**src/rtl/imem_loader_pkg.sv**
```systemverilog
// Shared types and constants for the instruction-memory image loader.
// The loader FSM states and header framing constants live here.
package imem_loader_pkg;

    typedef enum logic [2:0] {
        IDLE,
        LEN,
        DATA,
        DONE,
        ERR
    } state_t;

    localparam int HDR_BYTES = 4;

    // Image length must be a whole number of 32-bit instruction words.
    localparam logic [1:0] WORD_ALIGN_MASK = 2'b00;

endpackage

```
**src/rtl/imem_loader.sv**
```systemverilog
// Streams a length-prefixed program image into instruction memory over a byte
// port and holds the CPU in reset until the whole image has been written.
module imem_loader
    import imem_loader_pkg::*;
#(
    parameter logic [31:0] BASE_ADDR = 32'h0000_0000,
    parameter int unsigned MAX_BYTES = 1000001
) (
    input  logic        clk,
    input  logic        rst_n,
    input  logic        start,
    input  logic        s_valid,
    input  logic [7:0]  s_data,
    output logic        s_ready,
    output logic        mem_we,
    output logic [31:0] mem_addr,
    output logic [7:0]  mem_wdata,
    output logic        cpu_rst_n,
    output logic        busy,
    output logic        done,
    output logic        error
);

    localparam logic [31:0] MAX_LEN = MAX_BYTES[31:0];

    state_t      state;
    state_t      state_nxt;
    logic [1:0]  hdr_cnt;
    logic [31:0] byte_cnt;
    logic [31:0] len;

    logic        xfer;
    logic        hdr_last;
    logic        data_last;
    logic [31:0] len_full;
    logic        restart;

    assign xfer      = s_valid && s_ready;
    assign hdr_last  = (hdr_cnt == 2'(HDR_BYTES - 1));
    assign data_last = (byte_cnt == len - 32'd1);
    // The final header byte is still on the bus, so the length is judged
    // from the assembled word rather than the register.
    assign len_full  = {s_data, len[23:0]};
    assign restart   = start && (state == IDLE || state == DONE || state == ERR);
    assign busy      = (state == LEN) || (state == DATA);

    always_ff @(posedge clk or negedge rst_n) begin
        if (!rst_n) begin
            state <= IDLE;
        end else begin
            state <= state_nxt;
        end
    end

    always_comb begin
        state_nxt = state;
        case (state)
            IDLE, DONE, ERR: begin
                if (start) begin
                    state_nxt = LEN;
                end
            end
            LEN: begin
                if (xfer && hdr_last) begin
                    if ((len_full > MAX_LEN) || (len_full[1:0] != WORD_ALIGN_MASK)) begin
                        state_nxt = ERR;
                    end else if (len_full == 32'd0) begin
                        state_nxt = DONE;
                    end else begin
                        state_nxt = DATA;
                    end
                end
            end
            DATA: begin
                if (xfer && data_last) begin
                    state_nxt = DONE;
                end
            end
            default: state_nxt = IDLE;
        endcase
    end

    // Status outputs are registered off the next state so they line up with
    // the edge that enters each state, including done with the final write.
    always_ff @(posedge clk or negedge rst_n) begin
        if (!rst_n) begin
            s_ready   <= 1'b0;
            done      <= 1'b0;
            error     <= 1'b0;
            cpu_rst_n <= 1'b0;
        end else begin
            s_ready   <= (state_nxt == LEN) || (state_nxt == DATA);
            done      <= (state_nxt == DONE);
            error     <= (state_nxt == ERR);
            cpu_rst_n <= (state_nxt == DONE);
        end
    end

    always_ff @(posedge clk or negedge rst_n) begin
        if (!rst_n) begin
            hdr_cnt  <= 2'd0;
            byte_cnt <= 32'd0;
            len      <= 32'd0;
        end else if (restart) begin
            hdr_cnt  <= 2'd0;
            byte_cnt <= 32'd0;
            len      <= 32'd0;
        end else if (xfer && state == LEN) begin
            case (hdr_cnt)
                2'd0:    len[7:0]   <= s_data;
                2'd1:    len[15:8]  <= s_data;
                2'd2:    len[23:16] <= s_data;
                default: len[31:24] <= s_data;
            endcase
            hdr_cnt <= hdr_cnt + 2'd1;
        end else if (xfer && state == DATA) begin
            byte_cnt <= byte_cnt + 32'd1;
        end
    end

    // Each accepted payload byte becomes a single-cycle write one edge later.
    always_ff @(posedge clk or negedge rst_n) begin
        if (!rst_n) begin
            mem_we    <= 1'b0;
            mem_addr  <= 32'd0;
            mem_wdata <= 8'd0;
        end else begin
            mem_we <= 1'b0;
            if (xfer && state == DATA) begin
                mem_we    <= 1'b1;
                mem_addr  <= BASE_ADDR + byte_cnt;
                mem_wdata <= s_data;
            end
        end
    end

endmodule

```
**config.mk**
```make
export PLATFORM = sky130hd
export DESIGN_NAME = imem_loader
export DESIGN_NICKNAME = d
export VERILOG_FILES = /design/src/rtl/imem_loader_pkg.sv /design/src/rtl/imem_loader.sv
export SDC_FILE = /design/constraint.sdc
export NUM_CORES = 1
export LEC_CHECK = 0
export CORE_AREA = 2 2 107 109
export CTS_CLUSTER_SIZE = 16
export DETAILED_ROUTE_END_ITERATION = 12
export DIE_AREA = 0 0 109 111
export HOLD_SLACK_MARGIN = 0.1
export PLACE_DENSITY = 0.79
export SYNTH_ARGS = -nofsm -noshare
export SYNTH_HDL_FRONTEND = slang
export SYNTH_SLANG_ARGS = --single-unit
```
**constraint.sdc**
```tcl
create_clock -name clk -period 3.3 [get_ports clk]
set_clock_uncertainty 0.05 [all_clocks]
set_input_delay 0.33 -clock clk [delete_from_list [all_inputs] [get_ports clk]]
set_output_delay 0.33 -clock clk [all_outputs]
set_load 0.02 [all_outputs]
```
==> impl_metrics.json <==
{
  "cp_slowest_cell": "dfrtp_1",
  "routabilityCongestion": 0.951,
  "cts-resized-gates": 0,
  "r2r-end": "s_ready$_DFF_PN0_",
  "cp_max_fo": 9,
  "post-route-period-util_pct": 91.4,
  "ir_drop_mv": 0.536,
  "hold_path_depth": 2,
  "htreeDepth": 4,
  "rsz0062_at_grt": "no",
  "instances_no_fill": 855,
  "worstPathCellList": "inv_1, ha_1, nor3b_1, nand4_1, o31a_1, a2111oi_0, and4_1, o2111a_1, o31ai_2",
  "power_mw": 5.76,
  "dieArea_mm2": 0.0121,
  "hp-class": "reg -> reg",
  "end_kind": "register",
  "post-cts-setup-buffers": 0,
  "syn-cell-area_mm2": 0.00619,
  "r2r_slack_ps": 280,
  "postRouteWirelength_mm": 16.3,
  "fp.dieW_um": 109,
  "cts_buffers": 17,
  "tightest_slew_ps": 1040,
  "grt_pass1_wl_mm": 26.8,
  "drv_cap": 0,
  "cp.required_ps": 3540,
  "antenna_found_initial": 0,
  "syn_nets": 670,
  "drc_errors": 0,
  "clkLatencyLatePin_ps": 420,
  "relSlewSlack_pct": 31.0,
  "nets": 719,
  "drtIter0Drc": 342,
  "power_density_mw_per_mm2": 775,
  "async_flop_share_pct": 100,
  "mostFrequentLayoutCells": "dfrtp_1, nand2_1, clkdlybuf4s50_1, nor2_1, nand3_1",
  "synth_area_per_cell_um2": 9.52,
  "synth-edff-count": 0,
  "synth_cell_types": 66,
  "ios": 58,
  "status": "finished, final reports clean",
  "grt_max_degree": 81,
  "hold_start": "mem_addr[18]$_DFFE_PN0P_",
  "critPathKind": "reg -> reg",
  "reg2reg_from": "len[0]$_DFFE_PN0P_",
  "cp_data_arrival_time_ps": 3260,
  "drive_above_1_share_pct": 7.87,
  "period_needed_ps": 3020,
  "vias": 5132,
  "clockRootBuffer": "clkbuf_16",
  "wl_per_cell_um": 19.1,
  "ant_nets": 0,
  "fmaxAchievable_ghz": 0.332,
  "worst_setup_path_start_kind": "register",
  "ys_warn_count": 0,
  "synthFlopType": "dfrtp_1",
  "cts_hold_buf": 1,
  "tns_ps": 0,
  "firstDrtPassIters": 5,
  "crit_start": "len[0]$_DFFE_PN0P_",
  "leakagePower_nw": 3.30,
  "clock-sinks": 113,
  "io_buffers": 57,
  "rr_worst_depth": 9,
  "area_growth_pct": 20.1,
  "grt_usage_pct": 29.1,
  "die_h_um": 111,
  "clockBufferDepth": 2,
  "first_global_vias": 5147,
  "yosysSeqAreaShare_pct": 45.7,
  "cts_tree": "done",
  "ys_ff_latch": 113,
  "grt-ovfl-total": 0,
  "dpl.hpwl_mm": 11.6,
  "core-area_mm2": 0.0111,
  "finalHoldViolCount": 0,
  "worst_hold_path.endpoint": "mem_addr[18]$_DFFE_PN0P_",
  "final.fill_count": 887,
  "maxSlewViolCount": 0,
  "whs_ps": 438,
  "finalSetupViolCount": 0,
  "cpPeakStageDelay_ps": 470,
  "num_rows": 39,
  "start_util_pct": 55.9,
  "final_common_cell": "dfrtp_1",
  "synth_cells": 650,
  "place_ws_ps": 331,
  "antenna_cells": 0,
  "layout_setup_ws_ps": 284,
  "post-place-cells": 822,
  "viasPerCell": 6.00,
  "clkTransAtPathRegs_ps": 50
}
through the flow:
| step | cell area (µm²) | utilization [%] |
|---|---|---|
| after floorplan | 6190 | - |
| after global placement | 6870 | 62.1 |
| after detailed placement | 6870 | 62.1 |
| after CTS | 7430 | 67.1 |
| after global routing | 7430 | 67.1 |
| final | 7430 | 67.1 |
worst max-delay path, delay by kind of cell, from the launching register on:
kind                       cells  cell delay [ps]
adders and majority gates      1              290
DFF                            1              470
and+or+nand+nor                3              850
buffers and inverters          1              100
AOI/OAI and AO/OA              4             1120
routing by layer:
metal | vias up | part of all wire, % | GRT usage [%]
met5 | - | 0 | 0
met3 | 31 | 4.5 | 5.70
met2 | 151 | 50 | 46.1
met4 | 0 | 2.6 | 13.1
li1 | 2411 | - | -
met1 | 2539 | 43 | 38.5
cells by family after synthesis:
logic type	share of synthesized area (%)
compound gates	9.64
mux	7.40
fa+ha+maj	1.62
xor+xnor	9.48
flops	45.7
simple gates	22.5
buf+inv	3.68
cell usage after synthesis, types with 5 or more instances:
cell      number  share of area [%]
clkbuf_1      32                1.9
dfrtp_1      113                 46
ha_1           8                1.6
or3_1          7               0.71
and3_1         6               0.61
xnor2_1       37                5.2
and2_1         5               0.51
a21oi_1       40                3.2
nor3_1        18                1.5
mux2_1        37                6.7
nor2_1        51                3.1
nor4_1        15                1.5
o21a_1         6               0.73
o21ai_1        7               0.57
buf_1          6               0.36
nand3_1       48                3.9
or4_1          7               0.85
nand4_1       14                1.4
nand2_1       71                4.3
xor2_1        30                4.2
o211ai_1       5               0.61
nand2b_1       5               0.51
inv_1         10               0.61
o21ai_0        7               0.57
and4_1         7               0.99
power by group:
group          switching (mW)  total, mW  internal (mW)  leakage (nW)
combinational            1.23       2.16          0.936          1.48
sequential              0.343       1.90           1.56          1.56
clock                   0.636       1.70           1.07         0.266
total                    2.21       5.76           3.56          3.30
sequential cells by signal, indices dropped and copies added, names as in the netlist:
signal     cells
mem_wdata      8
hdr_cnt        2
mem_addr      32
error          1
len           32
done           1
state          3
byte_cnt      32
s_ready        1
mem_we         1
final cells by class:
class,count,area [µm²],area share (%)
Timing Repair Buffer,73,691,9.29
Clock buffer,22,464,6.24
Clock inverter,10,86.3,1.16
Tap cell,143,179,2.41
Multi-Input combinational cell,482,3140,42.3
Inverter,12,45.0,0.606
Sequential cell,113,2830,38.0
worst max path at each step:
stage                   endpoint  slack [ps]  cells after the start
3_5_place_dp   s_ready$_DFF_PN0_         330                      9
6_report       s_ready$_DFF_PN0_         280                      9
5_1_grt        s_ready$_DFF_PN0_          50                     10
4_1_cts        s_ready$_DFF_PN0_         280                      9
3_3_place_gp   s_ready$_DFF_PN0_         360                      9
2_1_floorplan  s_ready$_DFF_PN0_         520                     11
No activity file was read; power rests on OpenSTA's default activity.
